<file path="src/rtl/dom_and_arbiter_if.sv">
// Requester, randomness and result handshakes of the two-requester
// DOM AND arbiter, bundled so they travel as one port.
interface dom_and_arbiter_if #(
    parameter int unsigned WIDTH = 8
);
    logic             req0_valid_i;
    logic             req0_ready_o;
    logic [WIDTH-1:0] req0_X0_i;
    logic [WIDTH-1:0] req0_X1_i;
    logic [WIDTH-1:0] req0_Y0_i;
    logic [WIDTH-1:0] req0_Y1_i;

    logic             req1_valid_i;
    logic             req1_ready_o;
    logic [WIDTH-1:0] req1_X0_i;
    logic [WIDTH-1:0] req1_X1_i;
    logic [WIDTH-1:0] req1_Y0_i;
    logic [WIDTH-1:0] req1_Y1_i;

    logic             rnd_valid_i;
    logic [WIDTH-1:0] rnd_i;
    logic             rnd_ready_o;

    logic             res_valid_o;
    logic             res_ready_i;
    logic             res_id_o;
    logic [WIDTH-1:0] Q0_o;
    logic [WIDTH-1:0] Q1_o;

    modport slave (
        input  req0_valid_i, req0_X0_i, req0_X1_i, req0_Y0_i, req0_Y1_i,
        input  req1_valid_i, req1_X0_i, req1_X1_i, req1_Y0_i, req1_Y1_i,
        input  rnd_valid_i, rnd_i, res_ready_i,
        output req0_ready_o, req1_ready_o, rnd_ready_o,
        output res_valid_o, res_id_o, Q0_o, Q1_o
    );

    modport master (
        output req0_valid_i, req0_X0_i, req0_X1_i, req0_Y0_i, req0_Y1_i,
        output req1_valid_i, req1_X0_i, req1_X1_i, req1_Y0_i, req1_Y1_i,
        output rnd_valid_i, rnd_i, res_ready_i,
        input  req0_ready_o, req1_ready_o, rnd_ready_o,
        input  res_valid_o, res_id_o, Q0_o, Q1_o
    );
endinterface

</file>
<file path="src/rtl/dom_and_arbiter.sv">
// Two-requester round-robin arbiter in front of a first-order DOM AND gadget.
// One operation in flight: IDLE (grant) -> MUL (cross terms) -> OUT (result).
module dom_and_arbiter #(
    parameter int unsigned WIDTH         = 8,
    parameter bit          CLEAR_ON_IDLE = 1'b1
) (
    input logic             clk_i,
    input logic             rst_ni,
    dom_and_arbiter_if.slave bus
);
    typedef enum logic [1:0] {IDLE, MUL, OUT} state_t;

    state_t           state_q;
    logic             prio_q;
    logic             id_q;
    logic [WIDTH-1:0] x0_q, x1_q, y0_q, y1_q, z_q;
    logic [WIDTH-1:0] c0_q, c1_q;

    logic             grant;
    logic             win;
    logic [WIDTH-1:0] x0_d, x1_d, y0_d, y1_d;
    logic             res_valid;

    // Grant decision and winner operand selection for the IDLE cycle.
    always_comb begin
        grant = 1'b0;
        win   = 1'b0;
        x0_d  = bus.req0_X0_i;
        x1_d  = bus.req0_X1_i;
        y0_d  = bus.req0_Y0_i;
        y1_d  = bus.req0_Y1_i;
        // Reset gating keeps every handshake output low while rst_ni is asserted.
        grant = rst_ni && (state_q == IDLE) && bus.rnd_valid_i &&
                (bus.req0_valid_i || bus.req1_valid_i);
        win   = bus.req1_valid_i && (!bus.req0_valid_i || prio_q);
        if (win) begin
            x0_d = bus.req1_X0_i;
            x1_d = bus.req1_X1_i;
            y0_d = bus.req1_Y0_i;
            y1_d = bus.req1_Y1_i;
        end
    end

    assign res_valid        = (state_q == OUT);
    assign bus.req0_ready_o = grant && !win;
    assign bus.req1_ready_o = grant && win;
    assign bus.rnd_ready_o  = grant;
    assign bus.res_valid_o  = res_valid;
    assign bus.res_id_o     = res_valid && id_q;
    assign bus.Q0_o         = res_valid ? (c0_q ^ (x0_q & y0_q)) : '0;
    assign bus.Q1_o         = res_valid ? (c1_q ^ (x1_q & y1_q)) : '0;

    // FSM with operand capture, cross-term computation and round-robin pointer.
    always_ff @(posedge clk_i or negedge rst_ni) begin
        if (!rst_ni) begin
            state_q <= IDLE;
            prio_q  <= 1'b0;
            id_q    <= 1'b0;
            x0_q    <= '0;
            x1_q    <= '0;
            y0_q    <= '0;
            y1_q    <= '0;
            z_q     <= '0;
            c0_q    <= '0;
            c1_q    <= '0;
        end else begin
            case (state_q)
                IDLE: begin
                    if (grant) begin
                        x0_q    <= x0_d;
                        x1_q    <= x1_d;
                        y0_q    <= y0_d;
                        y1_q    <= y1_d;
                        z_q     <= bus.rnd_i;
                        id_q    <= win;
                        prio_q  <= !win;
                        state_q <= MUL;
                    end
                end
                MUL: begin
                    c0_q    <= (x0_q & y1_q) ^ z_q;
                    c1_q    <= (x1_q & y0_q) ^ z_q;
                    state_q <= OUT;
                end
                OUT: begin
                    if (bus.res_ready_i) begin
                        state_q <= IDLE;
                        if (CLEAR_ON_IDLE) begin
                            x0_q <= '0;
                            x1_q <= '0;
                            y0_q <= '0;
                            y1_q <= '0;
                            z_q  <= '0;
                            c0_q <= '0;
                            c1_q <= '0;
                        end
                    end
                end
                default: state_q <= IDLE;
            endcase
        end
    end
endmodule

</file>
<file path="src/flat_wrapper.sv">
// flat-port wrapper written by rule: the top's interface ports become plain ports
module dom_and_arbiter_flat 
#(
    parameter int unsigned WIDTH         = 8,
    parameter bit          CLEAR_ON_IDLE = 1'b1
)
  (clk_i, rst_ni, bus_req0_valid_i, bus_req0_X0_i, bus_req0_X1_i, bus_req0_Y0_i, bus_req0_Y1_i, bus_req1_valid_i, bus_req1_X0_i, bus_req1_X1_i, bus_req1_Y0_i, bus_req1_Y1_i, bus_rnd_valid_i, bus_rnd_i, bus_res_ready_i, bus_req0_ready_o, bus_req1_ready_o, bus_rnd_ready_o, bus_res_valid_o, bus_res_id_o, bus_Q0_o, bus_Q1_o);
  dom_and_arbiter_if #(.WIDTH(WIDTH)) bus_i ();
  input logic clk_i;
  input logic rst_ni;
  input wire logic [$bits(bus_i.req0_valid_i)-1:0] bus_req0_valid_i;
  input wire logic [$bits(bus_i.req0_X0_i)-1:0] bus_req0_X0_i;
  input wire logic [$bits(bus_i.req0_X1_i)-1:0] bus_req0_X1_i;
  input wire logic [$bits(bus_i.req0_Y0_i)-1:0] bus_req0_Y0_i;
  input wire logic [$bits(bus_i.req0_Y1_i)-1:0] bus_req0_Y1_i;
  input wire logic [$bits(bus_i.req1_valid_i)-1:0] bus_req1_valid_i;
  input wire logic [$bits(bus_i.req1_X0_i)-1:0] bus_req1_X0_i;
  input wire logic [$bits(bus_i.req1_X1_i)-1:0] bus_req1_X1_i;
  input wire logic [$bits(bus_i.req1_Y0_i)-1:0] bus_req1_Y0_i;
  input wire logic [$bits(bus_i.req1_Y1_i)-1:0] bus_req1_Y1_i;
  input wire logic [$bits(bus_i.rnd_valid_i)-1:0] bus_rnd_valid_i;
  input wire logic [$bits(bus_i.rnd_i)-1:0] bus_rnd_i;
  input wire logic [$bits(bus_i.res_ready_i)-1:0] bus_res_ready_i;
  output wire logic [$bits(bus_i.req0_ready_o)-1:0] bus_req0_ready_o;
  output wire logic [$bits(bus_i.req1_ready_o)-1:0] bus_req1_ready_o;
  output wire logic [$bits(bus_i.rnd_ready_o)-1:0] bus_rnd_ready_o;
  output wire logic [$bits(bus_i.res_valid_o)-1:0] bus_res_valid_o;
  output wire logic [$bits(bus_i.res_id_o)-1:0] bus_res_id_o;
  output wire logic [$bits(bus_i.Q0_o)-1:0] bus_Q0_o;
  output wire logic [$bits(bus_i.Q1_o)-1:0] bus_Q1_o;
  assign bus_i.req0_valid_i = bus_req0_valid_i;
  assign bus_i.req0_X0_i = bus_req0_X0_i;
  assign bus_i.req0_X1_i = bus_req0_X1_i;
  assign bus_i.req0_Y0_i = bus_req0_Y0_i;
  assign bus_i.req0_Y1_i = bus_req0_Y1_i;
  assign bus_i.req1_valid_i = bus_req1_valid_i;
  assign bus_i.req1_X0_i = bus_req1_X0_i;
  assign bus_i.req1_X1_i = bus_req1_X1_i;
  assign bus_i.req1_Y0_i = bus_req1_Y0_i;
  assign bus_i.req1_Y1_i = bus_req1_Y1_i;
  assign bus_i.rnd_valid_i = bus_rnd_valid_i;
  assign bus_i.rnd_i = bus_rnd_i;
  assign bus_i.res_ready_i = bus_res_ready_i;
  assign bus_req0_ready_o = bus_i.req0_ready_o;
  assign bus_req1_ready_o = bus_i.req1_ready_o;
  assign bus_rnd_ready_o = bus_i.rnd_ready_o;
  assign bus_res_valid_o = bus_i.res_valid_o;
  assign bus_res_id_o = bus_i.res_id_o;
  assign bus_Q0_o = bus_i.Q0_o;
  assign bus_Q1_o = bus_i.Q1_o;
  dom_and_arbiter #(.WIDTH(WIDTH), .CLEAR_ON_IDLE(CLEAR_ON_IDLE)) u_core (.clk_i(clk_i), .rst_ni(rst_ni), .bus(bus_i));
endmodule
</file>
<file path="config.mk">
export PLATFORM = sky130hd
export DESIGN_NAME = dom_and_arbiter_flat
export DESIGN_NICKNAME = d
export VERILOG_FILES = /design/src/rtl/dom_and_arbiter_if.sv /design/src/rtl/dom_and_arbiter.sv /design/src/flat_wrapper.sv
export SDC_FILE = /design/constraint.sdc
export NUM_CORES = 1
export LEC_CHECK = 0
export CAP_MARGIN = 20
export CORE_MARGIN = 1
export CORE_UTILIZATION = 42
export CTS_CLUSTER_DIAMETER = 80
export CTS_CLUSTER_SIZE = 14
export DETAILED_ROUTE_END_ITERATION = 8
export GPL_ROUTABILITY_DRIVEN = 0
export MAX_ROUTING_LAYER = met4
export PLACE_DENSITY_LB_ADDON = 0.12
export RECOVER_POWER = 25
export SETUP_SLACK_MARGIN = 0.2
export SLEW_MARGIN = 10
export SYNTH_ARGS = -nofsm -noshare
export SYNTH_HDL_FRONTEND = slang
export SYNTH_SLANG_ARGS = --single-unit
</file>
<file path="constraint.sdc">
create_clock -name clk_i -period 1.17 [get_ports clk_i]
set_input_delay 0.2925 -clock clk_i [delete_from_list [all_inputs] [get_ports clk_i]]
set_output_delay 0.2925 -clock clk_i [all_outputs]
set_load 0.05 [all_outputs]
</file>
==> reports/metrics.yaml, run 1 <==
route:
  via_per_inst: 5.71
  wirelength_um: 13800
  postRouteAntennaNets: 0
  drc: 0
  vias: 3481
  first_pass_iters: 4
  drt-initial-drc-count: 325
  wl_per_cell_um: 22.6
logic_synthesis:
  synth_cell_types: 24
  yosysWarningCount: 0
  synthTopCellsByArea: "dfrtp_1 47%, mux2i_1 10%, nand3_1 8.8%, xor2_1 8.8%, o21ai_1 6.4%"
  synth_seq_cells: 60
  synth-compound-area-share_pct: 8.64
  yosysSeqAreaShare_pct: 46.9
  synth_top_cell_by_area: "dfrtp_1"
  syn_avg_cell_area_um2: 9.61
  yosys.area_share.adder_pct: 0
  synth_top_cell_area_share_pct: 46.9
  synth-xor-area-share_pct: 8.76
  synth.area.mux_share_pct: 10.0
  yosys.area_share.simple_pct: 18.1
  netlist_area_mm2: 0.00320
  syn_nets: 411
  synth_top_family_by_area: "simple AND/OR/NAND/NOR gates"
  syn_inst: 333
critical_path:
  crit_required_ps: 880
  crit_slowest_cell: "dfrtp_1"
  setup.worst_path.start: "u_core.state_q[0]$_DFFE_PN0P_"
  crit_buf_inv: 3
  crit_cells: 6
  cpPeakStageDelay_ps: 390
  cp-end-kind: "output port"
  r2r_cells: 10
  critPathMostFrequentCell: "buf_12"
  cp-start-kind: "register"
  worst-endpoint-arrival_ps: 1600
  crit_type: "reg -> out"
  crit_family: "buffers and inverters"
  r2r-start: "u_core.state_q[0]$_DFFE_PN0P_"
  path_cells: "nor2_1 -> buf_4 -> o2111ai_4 -> buf_12 -> nor2_4 -> buf_12"
  endpoint: "bus_req1_ready_o"
  rrSetupSlack_ps: -600
  r2r_end: "u_core.x0_q[3]$_DFFE_PN0P_"
  path_max_fanout: 3
cells_and_area:
  antenna_cells: 0
  stdcell_count: 610
  most-common-layout-cells: "74 x clkdlybuf4s50_1, 60 x dfrtp_1, 47 x nand2_1, 43 x buf_4, 39 x nand3_2"
  nNetsFinal: 584
  drive_gt1_share_pct: 46.0
  nFillCells: 333
  syn_to_final_growth_pct: 98.3
  layout_commonest_cell: "clkdlybuf4s50_1"
clock_tree:
  numCtsBuffers: 9
  root_buffer: "clkbuf_8"
  cts.sinks: 60
  cts_tree: "done"
  clkLatencyLatePin_ps: 350
  clk_path_buf_depth: 2
  cts.clk_slew.worst_paths_ps: 70
  htreeDepth: 3
  cts_hold_buf: 0
status:
  violations: "setup timing"
  status: "finished, violations left"
timing:
  fmax_ghz: 0.528
  tightest_slew_ps: 843
  fin_crit_ps: 1890
  hold_violations: 0
  fin_skew_ps: 6.59
  finalWorstSetupSlack_ps: -722
  setup_viol: 80
  finalCritPeriodShare_pct: 162
  hold-worst-slack_ps: 269
  slew_violations: 0
  relSlewSlack_pct: 43.8
  rsz0062_at_grt: "yes"
floorplanning:
  dieArea_mm2: 0.00797
  coreArea_mm2: 0.00729
  fp.dieH_um: 89.3
  rows: 31
  start_util_pct: 43.9
  ios: 99
  dieWidth_um: 89.3
pwr:
  p_leak_uw: 0.00281
  ir_worst_vdd_uv: 866
  power.density_mw_per_mm2: 1490
placed_design:
  hpwlAfterDp_um: 6240
  portBuffers: 98
  post-place-cells: 562
run:
  cap_violations: 0
grt:
  grt_overflow: 0
  grt_first_pass_wirelength_um: 18300
  grt_pass1_vias: 3435
  antenna_found_initial: 0
  grt_max_degree: 61
  grt.total_usage_pct: 33.2
hold_path:
  holdCritPathClass: "in -> async"
how the worst min path moves through the flow:
stage | slack (ps) | from | cells after the start | endpoint
after global placement | 460 | u_core.id_q$_DFFE_PN0P_ | 1 | u_core.id_q$_DFFE_PN0P_
final | 270 | rst_ni | 2 | u_core.c0_q[1]$_DFFE_PN0P_
after CTS | 210 | rst_ni | 2 | u_core.x1_q[7]$_DFFE_PN0P_
after detailed placement | 470 | u_core.id_q$_DFFE_PN0P_ | 1 | u_core.id_q$_DFFE_PN0P_
after floorplan | -3 | rst_ni | 0 | u_core.c0_q[0]$_DFFE_PN0P_
after global routing | 330 | rst_ni | 2 | u_core.c1_q[1]$_DFFE_PN0P_
sequential cells by signal (all words and copies together), names as in the netlist:
| register | count |
|---|---|
| u_core.c0_q | 8 |
| u_core.c1_q | 8 |
| u_core.x0_q | 8 |
| u_core.x1_q | 8 |
| u_core.y0_q | 8 |
| u_core.y1_q | 8 |
| u_core.z_q | 8 |
| u_core.state_q | 2 |
| u_core.id_q | 1 |
| u_core.prio_q | 1 |
logic make-up (layout without fill, tap and decap cells):
logic type                count (synthesis)  in the layout
AOI/OAI and AO/OA                        52             52
xor gates and xnor gates                 32             32
buffers and inverters                    28            206
DFF                                      60             60
muxes                                    32             32
and+or+nand+nor                         129            129
what timing repair did:
action,4_1_cts,5_1_grt
endpoints found under the hold margin,0,0
resized for setup,85,64
gates cloned,13,3
setup buffers,14,2
endpoints found under the setup margin,81,81
pin swaps,18,13
per-stage QoR:
stage	util [%]	worst slack (ps)	total power (uW)	TNS [ps]	instance area, um^2
global placement	68.3	-666	6000	-32530	4980
detailed placement	68.3	-702	6110	-35270	4980
CTS	81.8	-632	8580	-31880	5960
finish	87.0	-722	9430	-41650	6350
floorplan	-	-224	4650	-14050	3330
global route	87.0	-763	9740	-44300	6350
synthesized netlist by cell type, drive strengths merged:
master	number
a21o	1
dfrtp	60
mux2i	32
nor2	20
xor2	32
buf	18
nand2b	2
nand2	49
nand3	56
and2	2
o21ai	50
o2111ai	1
inv	4
clkbuf	6
final cells by class:
| class | instances | area (um^2) | share of cell area [%] |
|---|---|---|---|
| Inverter | 4 | 17.5 | 0.276 |
| Clock buffer | 11 | 151 | 2.39 |
| Timing Repair Buffer | 186 | 2410 | 37.9 |
| Sequential cell | 60 | 1500 | 23.7 |
| Multi-Input combinational cell | 245 | 2100 | 33.0 |
| Clock inverter | 5 | 50.0 | 0.788 |
| Tap cell | 99 | 124 | 1.95 |
routing by layer:
metal | share of wire (%) | vias up | track usage [%]
met5 | 0 | - | -
met3 | 7.0 | 63 | 5.54
met4 | 4.5 | 0 | 13.4
li1 | - | 1484 | -
met1 | 37 | 1710 | 40.5
met2 | 51 | 224 | 54.8
power breakdown:
part	total (uW)	switching (uW)	internal (uW)
sequential	3180	554	2630
clock	1980	893	1090
combinational	4270	2130	2130
total	9430	3580	5850
Note: power is estimated with default switching activity, not from simulation.
==> run 2, diff against run 1 <==
- CORE_ASPECT_RATIO: unset -> 0.75
- GPL_TIMING_DRIVEN: unset -> 0
- SKIP_LAST_GASP: unset -> 1
==> run 2 against run 1 <==
  * Critical path type unchanged
  * Count of clock-buffer cells in the layout is 1 higher
  * Non-clock buffer count is 19 lower
  * The flow finishes with violations (hold timing, setup timing)
  * Critical endpoint is now bus_req0_ready_o
  * Cell area is 6.0% lower
==> reports/metrics.yaml, run 2 (same netlist as run 1, synthesis figures left out) <==
route:
  drc: 0  # unchanged
  vias: 3313  # was 3481
  wirelength_um: 12800  # was 13800 um
  drt-initial-drc-count: 281  # was 325
  wl_per_cell_um: 21.6  # was 22.6 um
  via_per_inst: 5.59  # was 5.71
  postRouteAntennaNets: 0  # unchanged
  first_pass_iters: 4  # unchanged
timing:
  fmax_ghz: 0.528  # about the same
  relSlewSlack_pct: 61.4  # was 43.8%
  fin_crit_ps: 1890  # about the same
  hold_violations: 60  # was 0
  rsz0062_at_grt: "yes"  # unchanged
  tightest_slew_ps: 579  # was 843 ps
  fin_skew_ps: 8.61  # was 6.59 ps
  slew_violations: 0  # unchanged
  finalWorstSetupSlack_ps: -724  # was -722 ps
  setup_viol: 81  # was 80
  hold-worst-slack_ps: -86.0  # was 269 ps
  finalCritPeriodShare_pct: 162  # about the same
floorplanning:
  coreArea_mm2: 0.00736  # was 0.00729 mm^2
  rows: 27  # was 31
  start_util_pct: 43.5  # was 43.9%
  dieArea_mm2: 0.00798  # was 0.00797 mm^2
  dieWidth_um: 103  # was 89.3 um
  ios: 99  # unchanged
  fp.dieH_um: 77.6  # was 89.3 um
critical_path:
  worst-endpoint-arrival_ps: 1600  # about the same
  crit_type: "reg -> out"  # unchanged
  path_max_fanout: 3  # unchanged
  r2r-start: "u_core.state_q[0]$_DFFE_PN0P_"  # unchanged
  setup.worst_path.start: "u_core.state_q[0]$_DFFE_PN0P_"  # unchanged
  cp-start-kind: "register"  # unchanged
  cp-end-kind: "output port"  # unchanged
  crit_required_ps: 880  # about the same
clock_tree:
  root_buffer: "clkbuf_8"  # unchanged
  cts_tree: "done"  # unchanged
  clkLatencyLatePin_ps: 350  # about the same
  cts.clk_slew.worst_paths_ps: 70  # about the same
  cts.sinks: 60  # unchanged
  clk_path_buf_depth: 2  # unchanged
  htreeDepth: 3  # unchanged
  numCtsBuffers: 9  # unchanged
run:
  cap_violations: 0  # unchanged
cells_and_area:
  stdcell_count: 593  # was 610
  syn_to_final_growth_pct: 86.4  # was 98.3%
  antenna_cells: 0  # unchanged
  nFillCells: 430  # was 333
  layout_commonest_cell: "clkdlybuf4s50_1"  # unchanged
  nNetsFinal: 565  # was 584
  most-common-layout-cells: "75 x clkdlybuf4s50_1, 60 x dfrtp_1, 46 x nand2_1, 44 x nand3_2"  # was 74 x clkdlybuf4s50_1, 60 x dfrtp_1, 47 x nand2_1, 43 x buf_4, 39 x nand3_2
  drive_gt1_share_pct: 40.9  # was 46.0%
  post-route-util_pct: 81.0  # was 87.0%
pwr:
  power.density_mw_per_mm2: 1490  # about the same
  ir_worst_vdd_uv: 811  # was 866 uV
  switching_share_pct: 36.5  # was 38.0%
  comb_power_share_pct: 37.7  # was 45.2%
  switchingPower_uw: 3250  # was 3580 uW
  p_int_uw: 5660  # was 5850 uW
  p_seq_share_pct: 37.1  # was 33.8%
  p_leak_uw: 0.00268  # was 0.00281 uW
  p_total_uw: 8910  # was 9430 uW
  p_clk_share_pct: 25.3  # was 21.0%
grt:
  grt_first_pass_wirelength_um: 17600  # was 18300 um
  grt_max_degree: 62  # was 61
  grt.total_usage_pct: 32.2  # was 33.2%
  antenna_found_initial: 0  # unchanged
  grt_overflow: 0  # unchanged
  grt_pass1_vias: 3220  # was 3435
placed_design:
  hpwlAfterDp_um: 6330  # was 6240 um
  pre_cts_ws_ps: -1620  # was -702 ps
  post-place-cells: 532  # was 562
  portBuffers: 98  # unchanged
hold_path:
  holdCritPathClass: "in -> async"  # unchanged
status:
  status: "finished, violations left"  # unchanged
  violations: "hold timing, setup timing"  # was setup timing
==> run 2: cell types whose count changed in the layout (fill, tap and decap cells not counted), sizes merged <==
cell / previous run / this run
clkdlybuf4s50: 74 / 75
clkbuf: 15 / 19
bufinv: 1 / 2
clkinv: 4 / 2
buf: 106 / 81
dlygate4sd2: 2 / 1
bufbuf: 0 / 3
==> run 2: worst paths after layout <==
kind,end,cells past startpoint,slack [ps]
worst max-delay path,bus_req0_ready_o,6,-720
worst min-delay path,u_core.prio_q$_DFFE_PN0P_,1,-90
worst max register to register,u_core.y0_q[3]$_DFFE_PN0P_,10,-680
worst min register to register,u_core.c0_q[1]$_DFFE_PN0P_,2,530
max in group asynchronous,u_core.c0_q[0]$_DFFE_PN0P_,1,850
min in group clk_i,u_core.z_q[6]$_DFFE_PN0P_,3,470
==> run 2: critical path, stage by stage, from the launching register on <==
cell	delay (ps)
dfrtp_1	440
nor2_4	160
o2111ai_4	140
buf_6	170
inv_4	60
and2_4	150
buf_8	140
==> run 2: power by group through the flow <==
| stage | combinational (uW) | sequential (uW) | clock [uW] |
|---|---|---|---|
| after global placement | 2300 | 3100 | 0 |
| after CTS | 2970 | 3130 | 2210 |
| final | 3360 | 3300 | 2250 |
| after floorplan | 1650 | 3000 | 0 |
| after global routing | 3560 | 3330 | 2330 |
| after detailed placement | 2340 | 3130 | 0 |
==> run 2: routing by layer <==
metal | vias up | track usage [%] | routed length [um]
li1 | 1448 | - | -
met1 | 1628 | 38.5 | 4870
met2 | 194 | 50.9 | 6280
met3 | 43 | 8.29 | 1120
met4 | 0 | 14.5 | 527
met5 | - | - | 0
==> run 2: cell type report <==
| cell class | count | area [um^2] | area share (%) |
|---|---|---|---|
| clock inverter | 4 | 70.1 | 1.17 |
| tap | 101 | 126 | 2.12 |
| multi-input combinational | 245 | 1950 | 32.7 |
| clock buffer | 12 | 165 | 2.77 |
| buffer | 24 | 358 | 6.00 |
| timing repair buffer | 143 | 1770 | 29.6 |
| inverter | 4 | 27.5 | 0.461 |
| sequential | 60 | 1500 | 25.2 |
==> run 2: through the flow <==
stage / area (um^2) / TNS (ps)
after detailed placement: 4440 / -55080
after global routing: 5970 / -48430
after floorplan: 3330 / -14050
after global placement: 4440 / -282020
final: 5970 / -45280
after CTS: 5590 / -38090
==> run 2: repair_timing <==
item / 4_1_cts / 5_1_grt
hold endpoints to repair: 60 / 60
buffers inserted: 21 / 10
resized for setup: 235 / 65
pin swaps: 4 / 13
gates cloned: 13 / 1
setup endpoints to repair: 81 / 81
